**config.mk**
```make
export PLATFORM = sky130hd
export DESIGN_NAME = instr_cycle_sequencer
export DESIGN_NICKNAME = d
export VERILOG_FILES = /design/src/rtl/pic_core_pkg.sv /design/src/rtl/instr_class_decoder.sv /design/src/rtl/instr_cycle_sequencer.sv
export SDC_FILE = /design/constraint.sdc
export NUM_CORES = 1
export LEC_CHECK = 0
export BUFFER_PORTS_ARGS = -buffer_cell sky130_fd_sc_hd__buf_2
export CORE_UTILIZATION = 50
export DETAILED_ROUTE_END_ITERATION = 8
export PLACE_DENSITY = 0.84
export SLEW_MARGIN = 20
export SYNTH_ARGS = -nofsm -noshare
export SYNTH_HDL_FRONTEND = slang
export SYNTH_SLANG_ARGS = --single-unit
```
**constraint.sdc**
```tcl
create_clock -name clk -period 2.5 [get_ports clk]
set_clock_uncertainty 0.15 [all_clocks]
set_input_delay 0.125 -clock clk [delete_from_list [all_inputs] [get_ports clk]]
set_output_delay 0.125 -clock clk [all_outputs]
set_load 0.005 [all_outputs]
```
**src/rtl/pic_core_pkg.sv**
```systemverilog
// ============================================================================
// pic_core_pkg: shared bus select codes, phase encoding and opcode fields.
// Revision: 1.0
// ============================================================================
`default_nettype none

package pic_core_pkg;

   localparam logic [3:0] SEL_W      = 4'd0;
   localparam logic [3:0] SEL_ALU    = 4'd1;
   localparam logic [3:0] SEL_FILE   = 4'd2;
   localparam logic [3:0] SEL_STATUS = 4'd3;

   typedef enum logic [1:0] {
      Q1 = 2'd0,
      Q2 = 2'd1,
      Q3 = 2'd2,
      Q4 = 2'd3
   } phase_t;

   typedef enum logic [2:0] {
      CLS_SYS     = 3'd0,
      CLS_MOVWF   = 3'd1,
      CLS_FILE    = 3'd2,
      CLS_BITSET  = 3'd3,
      CLS_BITTEST = 3'd4,
      CLS_LIT     = 3'd5,
      CLS_RETLW   = 3'd6,
      CLS_JUMP    = 3'd7
   } instr_class_t;

   localparam logic [5:0] OP_DECFSZ = 6'b001011;
   localparam logic [5:0] OP_SWAPF  = 6'b001110;
   localparam logic [5:0] OP_INCFSZ = 6'b001111;
   localparam logic [3:0] OP_MOVLW  = 4'b1100;
   localparam logic [3:0] OP_RETLW  = 4'b1000;

   function automatic logic dest_bit(input logic [11:0] i);
      return i[5];
   endfunction

   function automatic logic [1:0] bitop_sub(input logic [11:0] i);
      return i[9:8];
   endfunction

endpackage

`default_nettype wire

```
**src/rtl/instr_class_decoder.sv**
```systemverilog
// ============================================================================
// instr_class_decoder: combinational 12-bit instruction class decode.
// Revision: 1.0
// ============================================================================
`default_nettype none

module instr_class_decoder
   import pic_core_pkg::*;
(
   input  logic [11:0]  instr,
   output instr_class_t cls,
   output logic         dest_d,
   output logic         is_skip,
   output logic         is_branch,
   output logic         writes_status,
   output logic [3:0]   q2_select
);

   logic [5:0] w_op6;
   logic [3:0] w_op4;
   logic       w_unused;

   assign w_op6    = instr[11:6];
   assign w_op4    = instr[11:8];
   // Register address bits only matter to the datapath, not to sequencing.
   assign w_unused = ^instr[4:0];

   always_comb begin
      cls           = CLS_SYS;
      dest_d        = dest_bit(instr);
      is_skip       = 1'b0;
      is_branch     = 1'b0;
      writes_status = 1'b0;
      q2_select     = SEL_STATUS;

      if (w_op6 == 6'd0) begin
         if (dest_bit(instr)) begin
            cls       = CLS_MOVWF;
            q2_select = SEL_W;
         end
      end else if (instr[11:10] == 2'b00) begin
         cls           = CLS_FILE;
         q2_select     = SEL_FILE;
         is_skip       = (w_op6 == OP_DECFSZ) || (w_op6 == OP_INCFSZ);
         writes_status = !((w_op6 == OP_DECFSZ) || (w_op6 == OP_INCFSZ) ||
                           (w_op6 == OP_SWAPF));
      end else if (instr[11:10] == 2'b01) begin
         q2_select = SEL_FILE;
         if (bitop_sub(instr)[1]) begin
            cls     = CLS_BITTEST;
            is_skip = 1'b1;
         end else begin
            cls     = CLS_BITSET;
         end
      end else if (instr[11:10] == 2'b11) begin
         cls           = CLS_LIT;
         q2_select     = SEL_W;
         writes_status = (w_op4 != OP_MOVLW);
      end else begin
         is_branch = 1'b1;
         cls       = (w_op4 == OP_RETLW) ? CLS_RETLW : CLS_JUMP;
      end
   end

endmodule

`default_nettype wire

```
**src/rtl/instr_cycle_sequencer.sv**
```systemverilog
// ============================================================================
// instr_cycle_sequencer: Q1-Q4 instruction-cycle controller for the PIC16C57
// core. Optional SEQ_PERF_CNT_EN adds retired/flushed instruction counters.
// Revision: 1.0
// ============================================================================
`default_nettype none

module instr_cycle_sequencer
   import pic_core_pkg::*;
(
   input  logic        clk,
   input  logic        rst_n,
   input  logic [11:0] instr,
   input  logic        stall,
   input  logic        skip_req,
   output logic [1:0]  q_phase,
   output logic [3:0]  bus_select,
   output logic        w_we,
   output logic        file_we,
   output logic        status_we,
   output logic        fetch_req,
   output logic        flush
`ifdef SEQ_PERF_CNT_EN
   ,
   output logic [15:0] retired_cnt,
   output logic [15:0] flush_cnt
`endif
);

   phase_t       r_phase;
   phase_t       w_phase_nxt;
   logic [11:0]  r_ir;
   logic         r_flush;
   logic         r_pend_skip;
   logic         r_pend_branch;

   instr_class_t w_cls;
   logic         w_dest_d;
   logic         w_is_skip;
   logic         w_is_branch;
   logic         w_writes_status;
   logic [3:0]   w_q2_select;
   logic         w_q4_run;

   instr_class_decoder u_decoder (
      .instr         (r_ir),
      .cls           (w_cls),
      .dest_d        (w_dest_d),
      .is_skip       (w_is_skip),
      .is_branch     (w_is_branch),
      .writes_status (w_writes_status),
      .q2_select     (w_q2_select)
   );

   assign q_phase  = r_phase;
   assign flush    = r_flush;
   assign w_q4_run = (r_phase == Q4) && !stall;

   always_ff @(posedge clk or negedge rst_n) begin
      if (!rst_n) begin
         r_phase <= Q1;
      end else begin
         r_phase <= w_phase_nxt;
      end
   end

   // Enables are pure decode of registered state, so reset drops them at once.
   always_comb begin
      w_phase_nxt = r_phase;
      bus_select  = SEL_STATUS;
      w_we        = 1'b0;
      file_we     = 1'b0;
      status_we   = 1'b0;
      fetch_req   = 1'b0;

      if (!stall) begin
         w_phase_nxt = phase_t'(r_phase + 2'd1);
      end

      case (r_phase)
         Q1:      bus_select = SEL_STATUS;
         Q2:      bus_select = w_q2_select;
         default: bus_select = SEL_ALU;
      endcase

      if (w_q4_run) begin
         fetch_req = 1'b1;
         if (!r_flush) begin
            w_we      = ((w_cls == CLS_FILE) && !w_dest_d) ||
                        (w_cls == CLS_LIT) || (w_cls == CLS_RETLW);
            file_we   = ((w_cls == CLS_FILE) && w_dest_d) ||
                        (w_cls == CLS_MOVWF) || (w_cls == CLS_BITSET);
            status_we = w_writes_status;
         end
      end
   end

   always_ff @(posedge clk or negedge rst_n) begin
      if (!rst_n) begin
         r_ir          <= 12'h000;
         r_flush       <= 1'b0;
         r_pend_skip   <= 1'b0;
         r_pend_branch <= 1'b0;
      end else if (!stall) begin
         if (r_phase == Q1) begin
            r_ir          <= instr;
            r_flush       <= r_pend_skip | r_pend_branch;
            r_pend_skip   <= 1'b0;
            r_pend_branch <= 1'b0;
         end else if ((r_phase == Q4) && !r_flush) begin
            // A flushed cycle must not arm a skip or branch of its own.
            r_pend_skip   <= w_is_skip & skip_req;
            r_pend_branch <= w_is_branch;
         end
      end
   end

`ifdef SEQ_PERF_CNT_EN
   always_ff @(posedge clk or negedge rst_n) begin
      if (!rst_n) begin
         retired_cnt <= 16'h0000;
         flush_cnt   <= 16'h0000;
      end else if (w_q4_run) begin
         if (r_flush) begin
            flush_cnt   <= flush_cnt + 16'h0001;
         end else begin
            retired_cnt <= retired_cnt + 16'h0001;
         end
      end
   end
`endif

endmodule

`default_nettype wire

```
==> metrics.txt <==
Ys Warns 0; CTS tree done; Top-Level Pins 27; FMAX 0.502 GHz; Syn Inst Count 80; first-pass GRT wire length 2.30 mm; commonest non-fill, non-tap cell in the layout nand2_1; cts hold-fix bufs 9; RSZ-0062 raised after global routing no; most frequent cells in the layout nand2_1, buf_2, dfrtp_1, dlygate4sd3_1; DR WL/cell 11.5 um; Cell Area, Synth 693 um2; port bufs 19; final period demand of the worst path 1990 ps; VDD IR-drop max 0.525 mV; initial antenna violation count 0; Starting DRT DRC Count 18; Synth Register Bits 12; Die Span Y 39.2 um; clock root buffer clkbuf_4; antenna cells 0; EDFF count, synth 0; Synth top area share 43.3%; Setup crit end kind output pin; Final Max Slew Viols 0; worst-path maximum fanout 7; final hold slack 46.7 ps; Met3 Wirelength 69 um; Total Power 0.000916 W; clock latency at the later pin of the worst-skew pair 270 ps; Period Utilization, post-route 79.7%; Core Area 1300 um2; CP bufs+invs 1; crit path DAT 1720 ps; Unique masters post-synth 28; met2 WL 664 um; Post CTS Setup Buffer Count 0; max-cap violation count 0; Hold Violations, Final 0; cts bufs inserted 3; Post-Place Cells 110; GPL Wtd Cong 0.836; pwr dens 1030 nW/um2; Die Span X 39.2 um; M1 wire length 635 um; Worst Setup Start Kind register; Via-to-Cell Ratio 5.24; CP max stage delay 470 ps; Synth area leaders dfrtp_1, nand2_1, ha_1, or4_1, a21oi_1; crit path cell chain ha_1 -> or3b_1 -> nor3_1 -> buf_2; hpwl dp 966 um; Synth area leader dfrtp_1; DRC violations left 0; drt first pass iters 4; Crit path max-delay family simple AND/OR/NAND/NOR gates; number of global-route vias before repair 552; GRT Residual Overflow 0; Lkg Pwr 0.463 nW; status complete, no violations; Starting Density 53.3%; net count reported at finish 128; die area 1540 um2; worst min path class in -> reg; register area share after synthesis 43.3%; via count 639; Fill cells 112; GRT Total Usage 23.5%; H-tree lvl count 1; DRT antenna net count 0; clock sinks 12; final setup vio count 0; Cell Rows 13; ys async rst share 100%; post-CTS sizing 0; clk slew on worst S/H paths 70 ps; Avg Inst Size Synth 8.66 um2; Critical Path Slowest Stage Cell or3b_1; Area Growth Syn to Fin 28.7%; Max Used Layer met4; Worst Path Required 2230 ps; crit path kind reg -> out; maximum buffer depth of the clock tree 2; Synth Flop Type dfrtp_1; maximum number of pins on one net before global-route repair 13; DRT Wirelength 1.41 mm; final std cells w/o fill 122; final total negative setup slack 0 ps; share of post-route cells with drive strength above 1 26.2%
[flip-flops by register name, summed over array words and instances, names as in the netlist]
| signal | count |
|---|---|
| r_pend_branch | 1 |
| r_ir | 7 |
| q_phase | 2 |
| flush | 1 |
| r_pend_skip | 1 |
[layer usage]
metal	vias to the layer above	track usage (%)
li1	318	-
met1	290	28.8
met2	25	35.8
met3	6	6.94
met4	0	13.8
met5	-	0
[worst min-delay path: stages]
cell	delay (ps)
buf_2	100
nand2_1	50
or4_1	100
o21ai_1	60
[worst paths after layout]
| check | startpoint | to | slack (ps) | cells past startpoint |
|---|---|---|---|---|
| worst max-delay path | q_phase[0]$_DFFE_PN0N_ | file_we | 510 | 4 |
| worst min-delay path | skip_req | r_pend_skip$_DFFE_PN0P_ | 50 | 4 |
| worst max register to register | q_phase[0]$_DFFE_PN0N_ | flush$_DFFE_PN0P_ | 810 | 6 |
| worst min register to register | flush$_DFFE_PN0P_ | flush$_DFFE_PN0P_ | 350 | 2 |
| max in group asynchronous | rst_n | r_ir[6]$_DFFE_PN0P_ | 1870 | 2 |
| min in group asynchronous | rst_n | flush$_DFFE_PN0P_ | 110 | 2 |
[layout make-up]
| type | instances | area (um2) | area share, % |
|---|---|---|---|
| Clock buffer | 3 | 22.5 | 2.52 |
| Tap cell | 15 | 18.8 | 2.10 |
| Timing Repair Buffer | 29 | 193 | 21.6 |
| Sequential cell | 12 | 300 | 33.7 |
| Multi-Input combinational cell | 60 | 347 | 38.8 |
| Inverter | 3 | 11.3 | 1.26 |
[per-stage QoR]
step	worst slack (ps)	util [%]	cell area, um2
floorplan	963	-	697
global placement	799	59.9	779
detailed placement	814	59.9	779
CTS	511	68.6	892
global route	403	68.6	892
finish	506	68.6	892
[logic make-up (layout without fill, tap and decap cells)]
group,count (synthesis),count (layout),share of synthesized area [%]
xor gates and xnor gates,1,1,1.26
other,1,2,0.541
adders and majority gates,3,3,5.42
and+or+nand+nor,42,42,29.6
AOI/OAI and AO/OA,10,10,9.56
DFF,12,12,43.3
buffers and inverters,9,35,7.22
muxes,2,2,3.07
[where the power goes]
part / internal (W) / switching (W) / leakage [nW] / total, W
combinational: 0.000205 / 0.000197 / 0.298 / 0.000402
clock: 0.0000558 / 0.0000630 / 0.0138 / 0.000119
sequential: 0.000282 / 0.000113 / 0.152 / 0.000394
total: 0.000543 / 0.000373 / 0.463 / 0.000916
[Yosys cell counts (2+ instances only)]
cell,number
nand2_1,24
dfrtp_1,12
a21oi_1,3
ha_1,3
inv_1,3
nand3_1,3
nor2_1,3
o21ai_0,3
or4_1,3
buf_4,2
clkbuf_1,2
nand2b_1,2
nor2b_1,2
No activity file was read; power rests on OpenSTA's default activity.
